[config.mk]
export PLATFORM = sky130hd
export DESIGN_NAME = instr_fetch_unit_flat
export DESIGN_NICKNAME = d
export VERILOG_FILES = /design/src/rtl/instr_fetch_unit_if.sv /design/src/rtl/instr_fetch_unit.sv /design/src/flat_wrapper.sv
export SDC_FILE = /design/constraint.sdc
export NUM_CORES = 1
export LEC_CHECK = 0
export ABC_AREA = 1
export CORE_ASPECT_RATIO = 0.6
export CORE_MARGIN = 4
export CORE_UTILIZATION = 50
export DETAILED_ROUTE_END_ITERATION = 6
export PLACE_DENSITY_LB_ADDON = 0.05
export RECOVER_POWER = 100
export SYNTH_ARGS = -nofsm -noshare
export SYNTH_HDL_FRONTEND = slang
export SYNTH_SLANG_ARGS = --single-unit
[constraint.sdc]
create_clock -name clock -period 4.4 [get_ports clock]
set_clock_uncertainty 0.15 [all_clocks]
set_input_delay 1.1 -clock clock [delete_from_list [all_inputs] [get_ports clock]]
set_output_delay 1.1 -clock clock [all_outputs]
set_load 0.005 [all_outputs]
[src/rtl/instr_fetch_unit_if.sv]
// rtl/instr_fetch_unit_if.sv - instruction memory, redirect and decode-side signals of the fetch unit
interface instr_fetch_unit_if;
   logic        imem_req;
   logic [31:0] imem_addr;
   logic        imem_ack;
   logic [31:0] imem_rdata;
   logic        redirect_valid;
   logic [31:0] redirect_pc;
   logic        ir_valid;
   logic        ir_ready;
   logic [31:0] ir_data;
   logic [31:0] ir_pc;

   modport master (
      output imem_req, imem_addr, ir_valid, ir_data, ir_pc,
      input  imem_ack, imem_rdata, redirect_valid, redirect_pc, ir_ready
   );

   modport slave (
      input  imem_req, imem_addr, ir_valid, ir_data, ir_pc,
      output imem_ack, imem_rdata, redirect_valid, redirect_pc, ir_ready
   );
endinterface

[src/rtl/instr_fetch_unit.sv]
// rtl/instr_fetch_unit.sv - prefetching instruction fetch unit with redirect flush
// Optional fetch_count output when IFU_FETCH_COUNT_EN is defined.
module instr_fetch_unit #(
   parameter int          DEPTH    = 4,
   parameter logic [31:0] RESET_PC = 32'h0000_0000
) (
   input  logic        clock,
   input  logic        reset,
   instr_fetch_unit_if.master bus
`ifdef IFU_FETCH_COUNT_EN
   ,
   output logic [31:0] fetch_count
`endif
);
   localparam int AW = $clog2(DEPTH);
   localparam int CW = AW + 1;

   typedef enum logic [1:0] {IDLE, REQ, DROP} state_t;

   state_t          r_state;
   state_t          w_state_nxt;
   logic [31:0]     r_pc;
   logic [CW-1:0]   r_count;
   logic [CW-1:0]   w_count_nxt;
   logic [AW-1:0]   r_wr_ptr;
   logic [AW-1:0]   r_rd_ptr;
   logic [31:0]     r_data_mem [DEPTH];
   logic [31:0]     r_pc_mem   [DEPTH];
   logic            w_push;
   logic            w_pop;
   logic            w_redirect;
   logic            w_valid;
   logic            w_unused;

   assign w_redirect = bus.redirect_valid;
   assign w_valid    = (r_count != '0);
   // A redirect voids both the incoming word and any decode handshake this cycle.
   assign w_push     = (r_state == REQ) && bus.imem_ack && !w_redirect;
   assign w_pop      = w_valid && bus.ir_ready && !w_redirect;
   assign w_unused   = ^bus.redirect_pc[1:0];

   always_comb begin
      w_count_nxt = r_count;
      if (w_redirect)
         w_count_nxt = '0;
      else if (w_push && !w_pop)
         w_count_nxt = r_count + 1'b1;
      else if (!w_push && w_pop)
         w_count_nxt = r_count - 1'b1;
   end

   always_comb begin
      w_state_nxt = r_state;
      case (r_state)
         IDLE: begin
            if (!w_redirect && (r_count < CW'(DEPTH)))
               w_state_nxt = REQ;
         end
         REQ: begin
            if (w_redirect)
               w_state_nxt = bus.imem_ack ? IDLE : DROP;
            else if (bus.imem_ack && !(w_count_nxt < CW'(DEPTH)))
               w_state_nxt = IDLE;
         end
         DROP: begin
            // The outstanding read still returns; its data belongs to the old path.
            if (!w_redirect && bus.imem_ack)
               w_state_nxt = REQ;
         end
         default: w_state_nxt = IDLE;
      endcase
   end

   always_ff @(posedge clock) begin
      if (reset) begin
         r_state  <= IDLE;
         r_pc     <= {RESET_PC[31:2], 2'b00};
         r_count  <= '0;
         r_wr_ptr <= '0;
         r_rd_ptr <= '0;
      end else begin
         r_state <= w_state_nxt;
         r_count <= w_count_nxt;
         if (w_redirect) begin
            r_pc     <= {bus.redirect_pc[31:2], 2'b00};
            r_wr_ptr <= '0;
            r_rd_ptr <= '0;
         end else begin
            if (w_push) begin
               r_pc     <= r_pc + 32'd4;
               r_wr_ptr <= r_wr_ptr + 1'b1;
            end
            if (w_pop)
               r_rd_ptr <= r_rd_ptr + 1'b1;
         end
      end
   end

   always_ff @(posedge clock) begin
      if (w_push) begin
         r_data_mem[r_wr_ptr] <= bus.imem_rdata;
         r_pc_mem[r_wr_ptr]   <= r_pc;
      end
   end

   assign bus.imem_req  = (r_state == REQ) || (r_state == DROP);
   assign bus.imem_addr = r_pc;
   assign bus.ir_valid  = w_valid;
   assign bus.ir_data   = w_valid ? r_data_mem[r_rd_ptr] : 32'h0;
   assign bus.ir_pc     = w_valid ? r_pc_mem[r_rd_ptr]   : 32'h0;

`ifdef IFU_FETCH_COUNT_EN
   logic [31:0] r_fetch_count;

   always_ff @(posedge clock) begin
      if (reset)
         r_fetch_count <= 32'h0;
      else if (w_pop)
         r_fetch_count <= r_fetch_count + 32'd1;
   end

   assign fetch_count = r_fetch_count;
`endif
endmodule

[src/flat_wrapper.sv]
// flat-port wrapper written by rule: the top's interface ports become plain ports
module instr_fetch_unit_flat 
#(
   parameter int          DEPTH    = 4,
   parameter logic [31:0] RESET_PC = 32'h0000_0000
)
  (clock, reset, bus_imem_req, bus_imem_addr, bus_ir_valid, bus_ir_data, bus_ir_pc, bus_imem_ack, bus_imem_rdata, bus_redirect_valid, bus_redirect_pc, bus_ir_ready);
  instr_fetch_unit_if bus_i ();
  input  logic clock;
  input  logic reset;
  output wire logic [$bits(bus_i.imem_req)-1:0] bus_imem_req;
  output wire logic [$bits(bus_i.imem_addr)-1:0] bus_imem_addr;
  output wire logic [$bits(bus_i.ir_valid)-1:0] bus_ir_valid;
  output wire logic [$bits(bus_i.ir_data)-1:0] bus_ir_data;
  output wire logic [$bits(bus_i.ir_pc)-1:0] bus_ir_pc;
  input wire logic [$bits(bus_i.imem_ack)-1:0] bus_imem_ack;
  input wire logic [$bits(bus_i.imem_rdata)-1:0] bus_imem_rdata;
  input wire logic [$bits(bus_i.redirect_valid)-1:0] bus_redirect_valid;
  input wire logic [$bits(bus_i.redirect_pc)-1:0] bus_redirect_pc;
  input wire logic [$bits(bus_i.ir_ready)-1:0] bus_ir_ready;
  assign bus_imem_req = bus_i.imem_req;
  assign bus_imem_addr = bus_i.imem_addr;
  assign bus_ir_valid = bus_i.ir_valid;
  assign bus_ir_data = bus_i.ir_data;
  assign bus_ir_pc = bus_i.ir_pc;
  assign bus_i.imem_ack = bus_imem_ack;
  assign bus_i.imem_rdata = bus_imem_rdata;
  assign bus_i.redirect_valid = bus_redirect_valid;
  assign bus_i.redirect_pc = bus_redirect_pc;
  assign bus_i.ir_ready = bus_ir_ready;
  instr_fetch_unit #(.DEPTH(DEPTH), .RESET_PC(RESET_PC)) u_core (.clock(clock), .reset(reset), .bus(bus_i));
endmodule
======== After elaboration in Yosys (flattened, before gate mapping) ========
Memories as Yosys holds them, arrays and structs flattened. A register that Yosys moved wholly into a read port is not among the register bits.
Index checks and enable logic that the tools add are counted.
operators by class
  muxes and demuxes ....................... 19
  magnitude comparators ................... 2
  add/subtract/negate cells ............... 5
  equality and inequality tests ........... 5
  reduce and logical (&&, ||, !) cells .... 19
operators with widths
  operator                 count
  $mux W32                 4
  $add A32 B3 Y32 const B  1
  $mux W2                  9
  $logic_and A1 B1 Y1      9
  $mux W3                  3
  $lt A3 B3 Y1 const B     2
  $pmux W2 S3              1
  $add A2 B1 Y2 const B    2
  $logic_not A1 Y1         4
  $ne A2 B1 Y1 const B     2
  $add A3 B1 Y3 const B    1
  $ne A3 B3 Y1 const B     1
  $reduce_and A3 Y1        1
  $reduce_bool A3 Y1       1
  $sub A3 B1 Y3 const B    1
  $eq A2 B1 Y1 const B     1
  $eq A2 B2 Y1 const B     1
  $logic_not A2 Y1         1
  $mux W1                  2
  $reduce_bool A2 Y1       1
  $reduce_or A2 Y1         1
  $logic_or A1 B1 Y1       1
storage, ports and cells
  memories ................................ 2
  bits in registers ....................... 41
  word-level logic and storage cells ...... 58
  output and inout port bits .............. 98
  bits of input ports ..................... 69
  memory bits (writable) .................. 256
memories
  name               depth  bits a word  read ports  clocked after memory_dff  wr ports  line                    source
  u_core.r_data_mem  4      32           1           1                         1         instr_fetch_unit.sv:27  logic [31:0] r_data_mem [DEPTH];
  u_core.r_pc_mem    4      32           1           1                         1         instr_fetch_unit.sv:28  logic [31:0] r_pc_mem [DEPTH];

======== Longest topological paths before layout ========
  word-level depth ........................ 14
  depth in mapped cells ................... 15
  gate-level depth less buffers ........... 14

======== Worst setup path before layout ========
No wires, ideal clock.
  path kind ............................... input -> register
  start point ............................. input port bus_imem_ack
  end point ............................... memory u_core.r_data_mem[0][0], enable pin
  library setup time ...................... 0.482 ns
  path buffers ............................ 0
  slack ................................... -0.295 ns
  arrival ................................. 4.063 ns
  required time ........................... 3.768 ns
  stages on the path ...................... 4
  cell sequence ........................... nand2_2 > nor2_2 > inv_2 > nor2_1
on the way
  word-level cells in the longest chain between the ends .. 4
RTL lines
  what                              line                     source
  from (decl)                       flat_wrapper.sv:16       input wire logic [$bits(bus_i.imem_ack)-1:0] bus_imem_ack;
  $logic_and A1 B1 Y1 (2 in a row)  instr_fetch_unit.sv:38   assign w_push = (r_state == REQ) && bus.imem_ack && !w_redirect;
  $mux W1                           instr_fetch_unit.sv:100  if (w_push) begin
  $mux W1 (not written as such)     instr_fetch_unit.sv:101  r_data_mem[r_wr_ptr] <= bus.imem_rdata;
  to (decl)                         instr_fetch_unit.sv:27
No other way between the ends.

======== Final worst setup path ========
  start point ............................. register u_core.r_count[0]
  end point ............................... output port bus_ir_data[7]
on the way
  word-level cells in the longest chain between the ends .. 2
RTL lines
  what                    line                     source
  from (decl)             instr_fetch_unit.sv:23   logic [CW-1:0] r_count;
  from (signal assigned)  instr_fetch_unit.sv:83   r_count <= w_count_nxt;
  $reduce_bool A3 Y1      instr_fetch_unit.sv:36   assign w_valid = (r_count != '0);
  $mux W32                instr_fetch_unit.sv:109  assign bus.ir_data = w_valid ? r_data_mem[r_rd_ptr] : 32'h0;
  to (decl)               flat_wrapper.sv:14       output wire logic [$bits(bus_i.ir_data)-1:0] bus_ir_data;
No other way between the ends.

==> out/metrics.yaml <==
cts_hold_buf: 0
cp_top_family: "buffers and inverters"
cts_root_buffer: "clkbuf_16"
vias_per_cell: 5.36
drive_gt1_share_pct: 6.64
grt_use_met1_pct: 34.3
fin_setup_tns_ns: 0
period_minus_slack_ns: 4.03
utilization_pct: 62.7
place_inst: 1628
start_util_pct: 51.0
top_usage_layer: "met1"
syn_area_per_cell_um2: 10.4
placed_cell_area_um2: 14400
num_rows: 44
groute.layer.met3.usage_pct: 4.06
crit_path_start_kind: "flip-flop"
fin_nets: 1419
dieArea_um2: 27400
post_cts_buffers: 0
use_met2_pct: 33.9
violations: "capacitance limit, slew limit"
port_buffers: 160
first_global_vias: 8452
syn_area_um2: 12400
wire_per_inst_um: 18.5
grt_pass1_wl_um: 47800
max_freq_mhz: 248
hold_path.class: "reg2reg"
grt_use_total_pct: 22.3
wirelength_um: 31100
rsz0062_at_grt: "no"
p_sw_mw: 1.25
ys_types: 36
finalSetupViolCount: 0
max_stage_delay_ns: 0.52
io_pins: 167
p_int_mw: 4.55
core_area_um2: 24300
area_delta_synth_final_pct: 23.0
path_cells: "inv_1, ha_1, nand2_1, inv_4, clkbuf_1, a21oi_1, clkdlybuf4s50_1"
path_clk_slew_ns: 0.06
grt_max_degree: 125
required_ns: 3.15
p_leak_nw: 5.42
p_comb_share_pct: 5.3
p_total_mw: 5.80
ys_warn_count: 0
ys_ff_latch: 289
first_pass_iters: 5
critical_path_buf_inv_count: 4
worst_pin_slew_ns: 1.93
fin_cells: 1679
num_vias: 8995
fp.dieW_um: 211
crit_arrival_ns: 2.78
slowest_stage: "inv_4"
detail-route-antenna-nets: 0
power.density_nw_per_um2: 381
die_h_um: 130
fin_area_um2: 15200
fillers: 1998
seq_area_frac_synth_pct: 66.8
worstPathMaxFanout: 51
drtIter0Drc: 684
p_seq_share_pct: 53.3
power_frac_clock_pct: 41.4
holdWs_ns: 0.334
cts_made_buffers: 28
globalRoute.totalOverflow: 0
max-vdd-ir-drop_mv: 0.257
antenna_found_initial: 1
status: "complete, but fails checks"
cts_tree: "yes"
htreeDepth: 1
clk_latency_ns: 0.55
place_hpwl_um: 18700
drv_cap: 5
cts_sinks: 289
hold_violations: 0
drc: 0
maxSlewViolCount: 194
relSlewSlack_pct: -28.7
post-place-ws_ns: 0.738
setup_ws_ns: 0.370
critPathKind: "reg2out"
final.period_utilization_pct: 91.6
swShare_pct: 21.6
cts.path.max_buffers: 3
gp_congestion: 0.874
end_kind: "output port"
cts_resized: 0
syn_inst: 1186
## final cells by class
cell class                      count  area, µm²  share of cell area, %
Sequential cell                   289       8270                   54.3
Antenna cell                        1       2.50                 0.0164
Tap cell                          322        403                   2.65
Timing Repair Buffer              178       1760                   11.6
Clock inverter                     17        180                   1.18
Clock buffer                       33        741                   4.86
Inverter                           58        220                   1.45
Multi-Input combinational cell    781       3650                   24.0
## flip-flops by register name, indices dropped and copies added, names as in the netlist, named ones only
register,cells
u_core.r_data_mem,128
u_core.bus.imem_addr,30
u_core.r_rd_ptr,2
u_core.r_wr_ptr,2
u_core.r_pc_mem,120
u_core.r_count,3
u_core.r_state,2
## power groups by stage
stage                     combinational, mW  sequential [mW]  clock [mW]
after global placement                0.324             3.15           0
after floorplan                       0.145             3.13           0
after detailed placement              0.330             3.15           0
after global routing                  0.343             3.10        2.56
final                                 0.307             3.09        2.40
after CTS                             0.332             3.09        2.45
## layout by cell type (no fill, tap or decap), drive strengths merged
master | Yosys | layout
nor4 | 1 | 1
inv | 58 | 59
edfxtp | 248 | 248
nand2 | 136 | 136
xor2 | 6 | 6
clkbuf | 40 | 41
diode | 0 | 1
dfxtp | 41 | 41
nor3 | 1 | 1
and3 | 1 | 1
ha | 14 | 14
clkdlybuf4s50 | 0 | 53
nor2 | 315 | 315
bufinv | 0 | 3
a31oi | 8 | 8
dlygate4sd3 | 0 | 107
o21ai | 153 | 153
conb | 1 | 4
a21oi | 94 | 94
nand3b | 1 | 1
nand3 | 30 | 30
o211ai | 2 | 2
xnor2 | 4 | 4
a21o | 1 | 1
nand4 | 4 | 4
clkinvlp | 0 | 5
a22o | 4 | 4
clkinv | 0 | 8
a22oi | 2 | 2
buf | 21 | 10
## cells in the mapped netlist
library cell  number  area, µm²
o211ai_1           2       15.0
xor2_1             6       52.6
inv_2              9       33.8
nor2_4             4       45.0
o21ai_0          148        741
edfxtp_1         248       7450
clkbuf_1          39        146
nand2_1          129        484
ha_1              14        175
a31oi_1            8       50.1
buf_2             16       80.1
o21ai_1            4       20.0
a21oi_1           93        465
o21ai_2            1       8.76
buf_4              4       30.0
nand3_4            1       17.5
nor3_4             1       16.3
buf_1              1       3.75
a21oi_2            1       8.76
nand3b_1           1       7.51
nor2_1           301       1130
xnor2_1            4       35.0
nand3_2            1       10.0
and3_1             1       6.26
dfxtp_1           41        821
a21o_1             1       7.51
a22oi_1            2       15.0
inv_1             49        184
a22o_1             4       35.0
conb_1             1       3.75
clkbuf_2           1       5.00
nand2_2            7       43.8
nand4_1            4       25.0
nand3_1           28        140
nor4_1             1       6.26
nor2_2            10       62.6
## cell families (layout without fill, tap and decap cells)
| group | count (synthesis) | in the layout | share of synthesized area [%] |
|---|---|---|---|
| buffers and inverters | 119 | 286 | 3.90 |
| xor gates and xnor gates | 10 | 10 | 0.708 |
| adders and majority gates | 14 | 14 | 1.42 |
| AOI/OAI and AO/OA | 264 | 264 | 11.0 |
| and+or+nand+nor | 489 | 489 | 16.1 |
| other | 1 | 5 | 0.0303 |
| DFF | 289 | 289 | 66.8 |
## final timing paths
kind	cells past startpoint	from	slack [ns]	end
setup reg to reg	7	u_core.r_state[1]$_SDFFE_PP0P_	1.02	u_core.r_pc_mem[3][9]$_DFFE_PP_
setup / recovery	7	u_core.r_count[0]$_SDFFE_PP0P_	0.37	bus_ir_data[7]
hold / removal	1	u_core.r_rd_ptr[0]$_SDFFE_PP0P_	0.33	u_core.r_rd_ptr[0]$_SDFFE_PP0P_
hold reg to reg	1	u_core.r_rd_ptr[0]$_SDFFE_PP0P_	0.33	u_core.r_rd_ptr[0]$_SDFFE_PP0P_
## layer usage
| metal | part of all wire [%] | wire (µm) |
|---|---|---|
| met5 | 0.039 | 12 |
| met1 | 47 | 14700 |
| met3 | 7.4 | 2300 |
| met4 | 1.4 | 441 |
| met2 | 44 | 13600 |
No activity file was read; power rests on OpenSTA's default activity.
